[config.mk]
export PLATFORM = sky130hd
export DESIGN_NAME = serial_addsub
export DESIGN_NICKNAME = d
export VERILOG_FILES = /design/src/rtl/serial_addsub.sv
export SDC_FILE = /design/constraint.sdc
export NUM_CORES = 1
export LEC_CHECK = 0
export ABC_AREA = 1
export CORE_ASPECT_RATIO = 1.75
export CORE_MARGIN = 2
export CORE_UTILIZATION = 32
export CTS_BUF_LIST = sky130_fd_sc_hd__clkbuf_4
export CTS_CLUSTER_DIAMETER = 200
export CTS_CLUSTER_SIZE = 8
export DETAILED_ROUTE_END_ITERATION = 8
export SLEW_MARGIN = 5
export SYNTH_ARGS = -nofsm -noshare
export SYNTH_HDL_FRONTEND = slang
export SYNTH_SLANG_ARGS = --single-unit
[constraint.sdc]
create_clock -name clk -period 1.4 [get_ports clk]
set_input_delay 0.28 -clock clk [delete_from_list [all_inputs] [get_ports clk]]
set_output_delay 0.28 -clock clk [all_outputs]
set_load 0.01 [all_outputs]
[src/rtl/serial_addsub.sv]
// Bit-serial adder/subtractor: one STEP-bit ripple slice is reused every clock,
// with the carry registered between slices, so a WIDTH-bit result takes WIDTH/STEP cycles.
module serial_addsub #(
  parameter int WIDTH = 8,
  parameter int STEP  = 1
) (
  input  logic             clk,
  input  logic             rst,
  input  logic             start,
  input  logic             sub,
  input  logic [WIDTH-1:0] a,
  input  logic [WIDTH-1:0] b,
  output logic             busy,
  output logic             done,
  output logic [WIDTH-1:0] sum,
  output logic             cout,
  output logic             ovf
);

  localparam int N     = WIDTH / STEP;
  localparam int CNT_W = (N > 1) ? $clog2(N) : 1;

  typedef enum logic [1:0] {
    IDLE = 2'd0,
    RUN  = 2'd1,
    DONE = 2'd2
  } state_t;

  state_t           state_q, state_d;
  logic [WIDTH-1:0] sha_q, sha_d;
  logic [WIDTH-1:0] shb_q, shb_d;
  logic [WIDTH-1:0] shr_q, shr_d;
  logic [WIDTH-1:0] sum_q, sum_d;
  logic             c_q, c_d;
  logic             cout_q, cout_d;
  logic             ovf_q, ovf_d;
  logic [CNT_W-1:0] cnt_q, cnt_d;

  logic [STEP:0]    carry;
  logic [STEP-1:0]  slice_sum;
  logic [WIDTH-1:0] slice_ext;
  logic [WIDTH-1:0] shr_shift;
  logic             last_step;

  // One full-adder cell per slice bit; carry[STEP-1] is the carry into the slice MSB.
  assign carry[0] = c_q;
  genvar gi;
  generate
    for (gi = 0; gi < STEP; gi++) begin : g_fa
      logic x_bit;
      logic y_bit;
      assign x_bit          = sha_q[gi];
      assign y_bit          = shb_q[gi];
      assign slice_sum[gi]  = x_bit ^ y_bit ^ carry[gi];
      assign carry[gi+1]    = (x_bit & y_bit) | (carry[gi] & (x_bit ^ y_bit));
    end
  endgenerate

  // New slice bits enter at the top of shR; after N steps the LSB slice sits at bit 0.
  assign slice_ext = WIDTH'(slice_sum);
  assign shr_shift = (shr_q >> STEP) | (slice_ext << (WIDTH - STEP));
  assign last_step = (cnt_q == CNT_W'(N - 1));

  always_ff @(posedge clk or posedge rst) begin
    if (rst) begin
      state_q <= IDLE;
      sha_q   <= '0;
      shb_q   <= '0;
      shr_q   <= '0;
      sum_q   <= '0;
      c_q     <= 1'b0;
      cout_q  <= 1'b0;
      ovf_q   <= 1'b0;
      cnt_q   <= '0;
    end else begin
      state_q <= state_d;
      sha_q   <= sha_d;
      shb_q   <= shb_d;
      shr_q   <= shr_d;
      sum_q   <= sum_d;
      c_q     <= c_d;
      cout_q  <= cout_d;
      ovf_q   <= ovf_d;
      cnt_q   <= cnt_d;
    end
  end

  always_comb begin
    state_d = state_q;
    sha_d   = sha_q;
    shb_d   = shb_q;
    shr_d   = shr_q;
    sum_d   = sum_q;
    c_d     = c_q;
    cout_d  = cout_q;
    ovf_d   = ovf_q;
    cnt_d   = cnt_q;

    unique case (state_q)
      IDLE, DONE: begin
        state_d = IDLE;
        if (start) begin
          // Subtraction is A + ~B + 1: invert B here and seed the carry with 1.
          sha_d   = a;
          shb_d   = sub ? ~b : b;
          shr_d   = '0;
          c_d     = sub;
          cnt_d   = '0;
          state_d = RUN;
        end
      end
      RUN: begin
        sha_d = sha_q >> STEP;
        shb_d = shb_q >> STEP;
        shr_d = shr_shift;
        c_d   = carry[STEP];
        cnt_d = cnt_q + CNT_W'(1);
        if (last_step) begin
          sum_d   = shr_shift;
          cout_d  = carry[STEP];
          ovf_d   = carry[STEP-1] ^ carry[STEP];
          state_d = DONE;
        end
      end
      default: state_d = IDLE;
    endcase
  end

  assign busy = (state_q == RUN);
  assign done = (state_q == DONE);
  assign sum  = sum_q;
  assign cout = cout_q;
  assign ovf  = ovf_q;

endmodule

Word level (Yosys, flattened, before mapping). Cells that the tools add are included.

Add/subtract/negate cells: 1. Eq/ne operators: 5. Muxes and demuxes: 14. Bitwise logic cells: 8. Reductions and logical operators: 5.

Operators by type and width (number): $pmux 8 s2 (3); $mux 8 (4); $not 8->8 (1); $or 7x8->8 (1); $pmux 3 s2 (1); $pmux 2 s2 (1); $reduce_and 2->1 (2); $add 3x1->3 const B (1); $eq 3x3->1 const B (1); $mux 3 (1); $xor 1x1->1 (3); $and 1x1->1 (2); $eq 2x1->1 const B (1); $eq 2x2->1 const B (1); $logic_not 2->1 (1); $mux 1 (2); $mux 2 (1); $ne 2x1->1 const B (1); $ne 2x2->1 const B (1); $pmux 1 s2 (1); $reduce_bool 2->1 (1); $reduce_or 2->1 (1); $or 1x1->1 (1).

Register bits: 40. Input bits: 20. Output and inout bits: 12. Word-level logic and storage cells: 42.

Logic depth before layout (Yosys ltp). Gate-level depths: netlist of the first run.

Depth after elaboration: 4. Gate-level depth with buffers: 7. Gate-level depth less buffers: 6.

Worst setup path before layout of the first run. No wires, ideal clock.

Path kind: register to register. Start: reg cnt_q[0]. End: reg cout_q, in the netlist cout. Setup time: 0.117 ns. Data arrival time: 1.098 ns. Required time: 1.283 ns. Path slack: 0.185 ns. Stages on the path, launching flop included: 8. Path buffers: 1. Clock period less this slack: 1.215 ns. Path through: dfrtp_1 -> ha_1 -> ha_1 -> inv_1 -> nor2_1 -> buf_2 -> nand2_1 -> nand2_1.

Word-level cells in the longest chain between the ends: 2.

RTL lines: from (decl) (line 37) `logic [CNT_W-1:0] cnt_q, cnt_d;`; from (signal assigned) (line 84) `cnt_q <= cnt_d;`; $eq 3x3->1 (line 62) `assign last_step = (cnt_q == CNT_W'(N - 1));`; $reduce_and 2->1 (no line); to (signal assigned) (line 82) `cout_q <= cout_d;`; to (decl) (line 35) `logic cout_q, cout_d;`.

No other way between the ends. A chain may end at the register's enable or synchronous reset.

Worst setup path after layout of the first run.
Start: reg state_q[1]. End: out done.

Word-level cells in the longest chain between the ends: 1.

RTL lines: from (decl) (line 29) `state_t state_q, state_d;`; from (signal assigned) (line 76) `state_q <= state_d;`; $eq 2x2->1 (line 130) `assign done = (state_q == DONE);`; to (decl) (line 14) `output logic done,`.

No other way between the ends.

==> out/results.ini, run 1 <==
[clock_network]
clkTransAtPathRegs_ps=120
cts_num_sinks=39
hold_buffers=0
clock_path_buffers=2
cts_inserted_buffers=5
cts_tree=done
cts-root-buf=clkbuf_4
h-tree-depth=2
insertion_delay_ps=340

[placement]
gp_congestion=0.736
placed_area_sq_um=2300
dpl.hpwl_mm=2.69
port_buffers=31

[worst_setup_path]
end_kind=primary output
reg2reg_slack_ps=70
crit_family=flip-flops
crit_required_ps=1120
crit_chain=buf_4 -> inv_4 -> nor2_4 -> buf_6
r2r-start=state_q[1]
crit_type=flop to primary output
reg2reg_to=cout
critical_path.startpoint_type=flop
slowest_delay_ps=400
cp_max_fo=2
slowest_stage=dfrtp_1
crit_arrival_ps=1120
reg2reg_depth=6
critPathBufInv=3

[detailed_routing]
ant_nets=0
topRoutingLayerUsed=met4
routed-wl-met3_microns=88
via_per_inst=4.37
wl_per_cell_microns=10.9
vias=1556
routed_wl_mm=3.88
drt_iter0_drc=39
wl_met2_mm=2.19
drc=0
wl_met1_mm=1.52
drt-pass1-iter-count=4

[flow_run]
maxCapViolCount=0

[outcome]
failed_checks=negative setup slack
status=complete, but fails checks

[sta]
fin_crit_ps=1400
slew_viol_final=0
relSlewSlack_pct=83.7
final.setup.worst_slack_ps=-0.103
rsz0062_at_grt=true
skew_ps=6.80
setup_violations=1
tightest_slew_ps=244
max_freq_mhz=714
final_hold_viol_count=0
totalNegativeSetupSlack_ps=-0.103
period_share_pct=100

[power]
p_leak_nw=1.32
vdd_drop_max_mv=0.618
clock_power_share_pct=14.8
p_comb_share_pct=46.4
p_sw_share_pct=39.4
power.switching_mw=1.96
internal-power_mw=3.01
p_seq_share_pct=38.8
pwr_density_cell_nw_per_um2=2020

[synthesis]
synth_seq_cells=39
syn_inst=228
avgSynthCellArea_sq_um=7.94
yosysSeqAreaShare_pct=53.9
synthSimpleGateAreaFrac_pct=35.5
synth_nets=251
synthMuxAreaShare_pct=0
synth.cell_area_sq_um=1810
synthAdderAreaFrac_pct=2.49
synth_top_family_by_area=simple AND/OR/NAND/NOR gates
synth.distinct_cells=18
yosys_warnings=0
synth_compound_area_share_pct=0.553
synth_xor_xnor_area_share_pct=0.968

[floorplan]
dieArea_sq_um=6300
core_sq_um=5500
start_util_pct=32.9
die_h_microns=104
ios=32
rows=36
die_width_microns=60.9

[cells_and_area]
area_growth_pct=36.1
design_area_sq_um=2460
antenna_cells=0
fin_util_pct=44.9
drive_gt1_share_pct=13.9
nets=302

[global_route]
antenna_found_initial=0
grt_pass1_wl_mm=6.76
grt_overflow=0
grt_pass1_vias=1536
grt_start_max_net_pins=40
grt.total_usage_pct=14.0

[hold_path]
hold_path.class=primary input to asynchronous set/reset pin

==> kinds of logic (layout without fill, tap and decap cells) <==
family / count (synthesis) / after routing
AO/OA/AOI/OAI: 2 / 2
buffers and inverters: 28 / 80
XOR/XNOR: 2 / 2
adder cells (fa/ha/maj): 3 / 3
AND/OR/NAND/NOR: 154 / 154
flip-flops: 39 / 39
==> worst min-delay path, stage by stage <==
cell	delay [ps]
clkdlybuf4s50_1	390
inv_1	90
buf_12	220
==> registers in the layout, indices dropped and copies added, names as in the netlist <==
signal,flops
shb_q,8
sum,8
ovf,1
shr_q,7
cout,1
state_q,2
c_q,1
sha_q,8
cnt_q,3
==> power groups by stage <==
stage	registers, mW	clock network [mW]	logic [mW]
2_1_floorplan	1.96	0	1.28
3_3_place_gp	1.94	0	2.09
3_5_place_dp	1.96	0	2.14
4_1_cts	1.93	0.760	2.10
5_1_grt	1.99	0.806	2.63
6_report	1.93	0.734	2.31
==> repair_timing <==
item                       4_1_cts  5_1_grt
setup endpoints to repair       23       31
setup buffers                    2        1
pin swaps                        1        0
cloned                           0        2
gates resized for setup         22       13
==> cell usage in the layout (no fill, tap or decap), types with 2 or more instances in the layout <==
| master | Yosys | layout |
|---|---|---|
| clkdlybuf4s50_1 | 0 | 19 |
| nor2_4 | 1 | 3 |
| xor2_1 | 2 | 2 |
| ha_1 | 2 | 2 |
| clkbuf_4 | 0 | 5 |
| buf_4 | 0 | 14 |
| nand3_1 | 37 | 37 |
| buf_6 | 1 | 3 |
| nand2_2 | 3 | 2 |
| inv_6 | 0 | 2 |
| inv_1 | 19 | 19 |
| dlygate4sd2_1 | 0 | 10 |
| dfrtp_1 | 39 | 39 |
| nand2_1 | 109 | 108 |
==> how the worst max path moves through the flow <==
| stage | slack [ps] | from | end | cells after the start |
|---|---|---|---|---|
| after floorplan | 180 | cnt_q[0] | cout | 7 |
| after global placement | -70 | state_q[1] | done | 3 |
| after detailed placement | -130 | cnt_q[0] | cout | 6 |
| after CTS | -10 | state_q[1] | busy | 3 |
| after global routing | -60 | state_q[1] | busy | 3 |
| final | -0.1 | state_q[1] | done | 4 |
==> per-layer routing <==
metal / up-vias / GRT usage (%)
met3: 7 / 2.62
met1: 721 / 15.1
li1: 806 / -
met4: 0 / 6.21
met2: 22 / 25.0
met5: - / 0
==> layout make-up <==
class,instances,area [sq um]
Inverter,22,97.6
Clock buffer,5,37.5
Tap cell,76,95.1
Fill cell,619,3030
Clock inverter,3,38.8
Sequential cell,39,976
Multi-Input combinational cell,161,751
Timing Repair inverter,2,17.5
Timing Repair Buffer,48,452
==> stage by stage <==
step	setup WS (ps)	instances	power, mW	hold slack, ps
detailed placement	-131	343	4.10	461
global route	-57.8	356	5.43	268
finish	-0.103	356	4.97	260
floorplan	185	228	3.24	397
CTS	-13.0	353	4.79	264
global placement	-65.9	343	4.03	456
==> cells in the mapped netlist <==
cell | number | share of area (%)
nand2_1 | 109 | 23
dfrtp_1 | 39 | 54
nand3_1 | 37 | 10
inv_1 | 19 | 3.9
buf_2 | 4 | 1.1
nand2_2 | 3 | 1.0
nor2_1 | 3 | 0.62
ha_1 | 2 | 1.4
inv_2 | 2 | 0.41
xor2_1 | 2 | 0.97
a21oi_1 | 1 | 0.28
buf_6 | 1 | 0.62
clkbuf_1 | 1 | 0.21
fa_1 | 1 | 1.1
inv_4 | 1 | 0.35
nor2_2 | 1 | 0.35
nor2_4 | 1 | 0.62
o21ai_0 | 1 | 0.28
Note: power is estimated with default switching activity, not from simulation.
==> run 2, diff against run 1 <==
--- a/config.mk
+++ b/config.mk
@@ -13,6 +13,7 @@
 export CTS_CLUSTER_DIAMETER = 200
 export CTS_CLUSTER_SIZE = 8
 export DETAILED_ROUTE_END_ITERATION = 8
+export GPL_TIMING_DRIVEN = 0
 export SLEW_MARGIN = 5
 export SYNTH_ARGS = -nofsm -noshare
 export SYNTH_HDL_FRONTEND = slang
==> run 2 against run 1 <==
  * The flow still finishes with violations (negative setup slack)
  * Total power shrank 2.5%
  * Register-to-register slack got worse by 20 ps
  * Sequential share of layout area grew 1.4 points
  * Design area down 3.5%
  * Routed wire length down 4.9%
  * Non-clock buffer count shrank 4
  * Hold slack gained 93 ps
  * Clock skew rose by 3.2 ps
  * Combinational power decreased by 7%
  * Sequential cell count unchanged
  * Final cell count fell by 1.7%
  * Critical path depth unchanged
  * Critical path type unchanged
  * Highest routed layer unchanged
==> out/results.ini, run 2 (synthesis gave the netlist of run 1 again) <==
[outcome]
status=complete, but fails checks
failed_checks=negative setup slack

[worst_setup_path]
crit_required_ps=1120
r2r-start=state_q[0]
worstSetupEndpoint=busy
reg2reg_depth=8
end_kind=primary output
reg2reg_to=sha_q[7]
crit_type=flop to primary output
crit_arrival_ps=1180
reg2reg_slack_ps=50
critical_path.startpoint_type=flop
startpoint=state_q[0]
cp_max_fo=3

[global_route]
grt_overflow=0
grt_pass1_vias=1434
grt.total_usage_pct=13.3
antenna_found_initial=0
grt_start_max_net_pins=40
use_met2_pct=22.0
grt_use_met3_pct=3.12
top_usage_layer=met2
grt_use_met1_pct=14.9
grt_pass1_wl_mm=6.38

[power]
clock_power_share_pct=15.7
p_leak_nw=1.29
internal-power_mw=2.97
p_sw_share_pct=38.6
p_comb_share_pct=44.4
pwr_density_cell_nw_per_um2=2040
p_seq_share_pct=39.8
vdd_drop_max_mv=0.707
design_power_total_mw=4.84
power.switching_mw=1.87

[cells_and_area]
design_area_sq_um=2380
drive_gt1_share_pct=13.1
antenna_cells=0
layout_common_cells=108 x nand2_1, 39 x dfrtp_1, 37 x nand3_1
nets=296
area_growth_pct=31.4
finalNonFillerCells=350
layout_commonest_cell=nand2_1

[clock_network]
clkTransAtPathRegs_ps=120
cts-root-buf=clkbuf_4
cts_inserted_buffers=5
cts_num_sinks=39
cts_tree=done
hold_buffers=0
clock_path_buffers=2
insertion_delay_ps=350
h-tree-depth=2

[floorplan]
die_h_microns=104
core_sq_um=5500
die_width_microns=60.9
start_util_pct=32.9
dieArea_sq_um=6300
ios=32
rows=36

[sta]
rsz0062_at_grt=true
final.setup.worst_slack_ps=-63.2
tightest_slew_ps=806
setup_violations=2
relSlewSlack_pct=46.2
fin_crit_ps=1460
skew_ps=10.0
final_hold_viol_count=0
slew_viol_final=0
max_freq_mhz=683
totalNegativeSetupSlack_ps=-76.5
period_share_pct=105

[detailed_routing]
routed_wl_mm=3.69
vias=1501
ant_nets=0
via_per_inst=4.29
drc=0
wl_per_cell_microns=10.5
drt-pass1-iter-count=4
drt_iter0_drc=48

[placement]
place_inst=333
port_buffers=29
placed_area_sq_um=2200
pre_cts_slack_ps=-443
dpl.hpwl_mm=2.53
gp_congestion=0.780

[flow_run]
maxCapViolCount=0

[hold_path]
holdPathStages=5
hold_path.class=primary input to flop

==> run 2: cell count changes in the layout (fill, tap and decap cells not counted), sizes merged <==
cell           previous run  this run
clkbuf                    5         6
buf                      19        16
clkdlybuf4s50            19        17
inv                      23        22
clkinv                    3         2
==> run 2: layout make-up <==
cell class / count / area [sq um]
clock inverter: 3 / 43.8
buffer: 6 / 50.0
fill: 599 / 3120
tap: 76 / 95.1
timing repair buffer: 38 / 345
inverter: 22 / 90.1
clock buffer: 5 / 37.5
multi-input combinational: 161 / 742
sequential: 39 / 976
==> run 2: timing repair <==
action                     4_1_cts  5_1_grt
resized for setup               29        6
setup endpoints to repair       14       30
pin swaps                        2        1
cloned                           0        1
buffers inserted                 5        3
==> run 2: layer usage <==
layer  up-vias  part of all wire, %
met3         9                  2.9
met1       671                   41
met4         0                  3.8
met5         -                    0
li1        792                    -
met2        29                   52
==> run 2: worst min path at each step <==
stage / startpoint / end / slack [ps]
5_1_grt: start / sha_q[2] / 370
3_5_place_dp: sha_q[4] / sha_q[4] / 460
4_1_cts: start / sha_q[2] / 340
6_report: start / sha_q[2] / 350
3_3_place_gp: shr_q[1] / shr_q[1] / 460
2_1_floorplan: a[7] / sha_q[7] / 400
==> run 2: per-stage QoR <==
step / util, % / hold slack [ps]
finish: 43.3 / 354
CTS: 42.4 / 336
global placement: 40.0 / 455
global route: 43.3 / 370
floorplan: - / 397
detailed placement: 40.0 / 464
==> run 2: power groups by stage <==
stage	clock network, mW	logic (mW)	registers [mW]
2_1_floorplan	0	1.28	1.96
3_3_place_gp	0	1.95	1.94
3_5_place_dp	0	1.98	1.96
4_1_cts	0.789	2.09	1.94
5_1_grt	0.829	2.48	1.99
6_report	0.761	2.15	1.93
==> run 2: critical path, cell delays in order, from the launching register on <==
cell     delay (ps)
dfrtp_1         450
inv_4            60
nor2_4          120
buf_6           120
buf_6            90
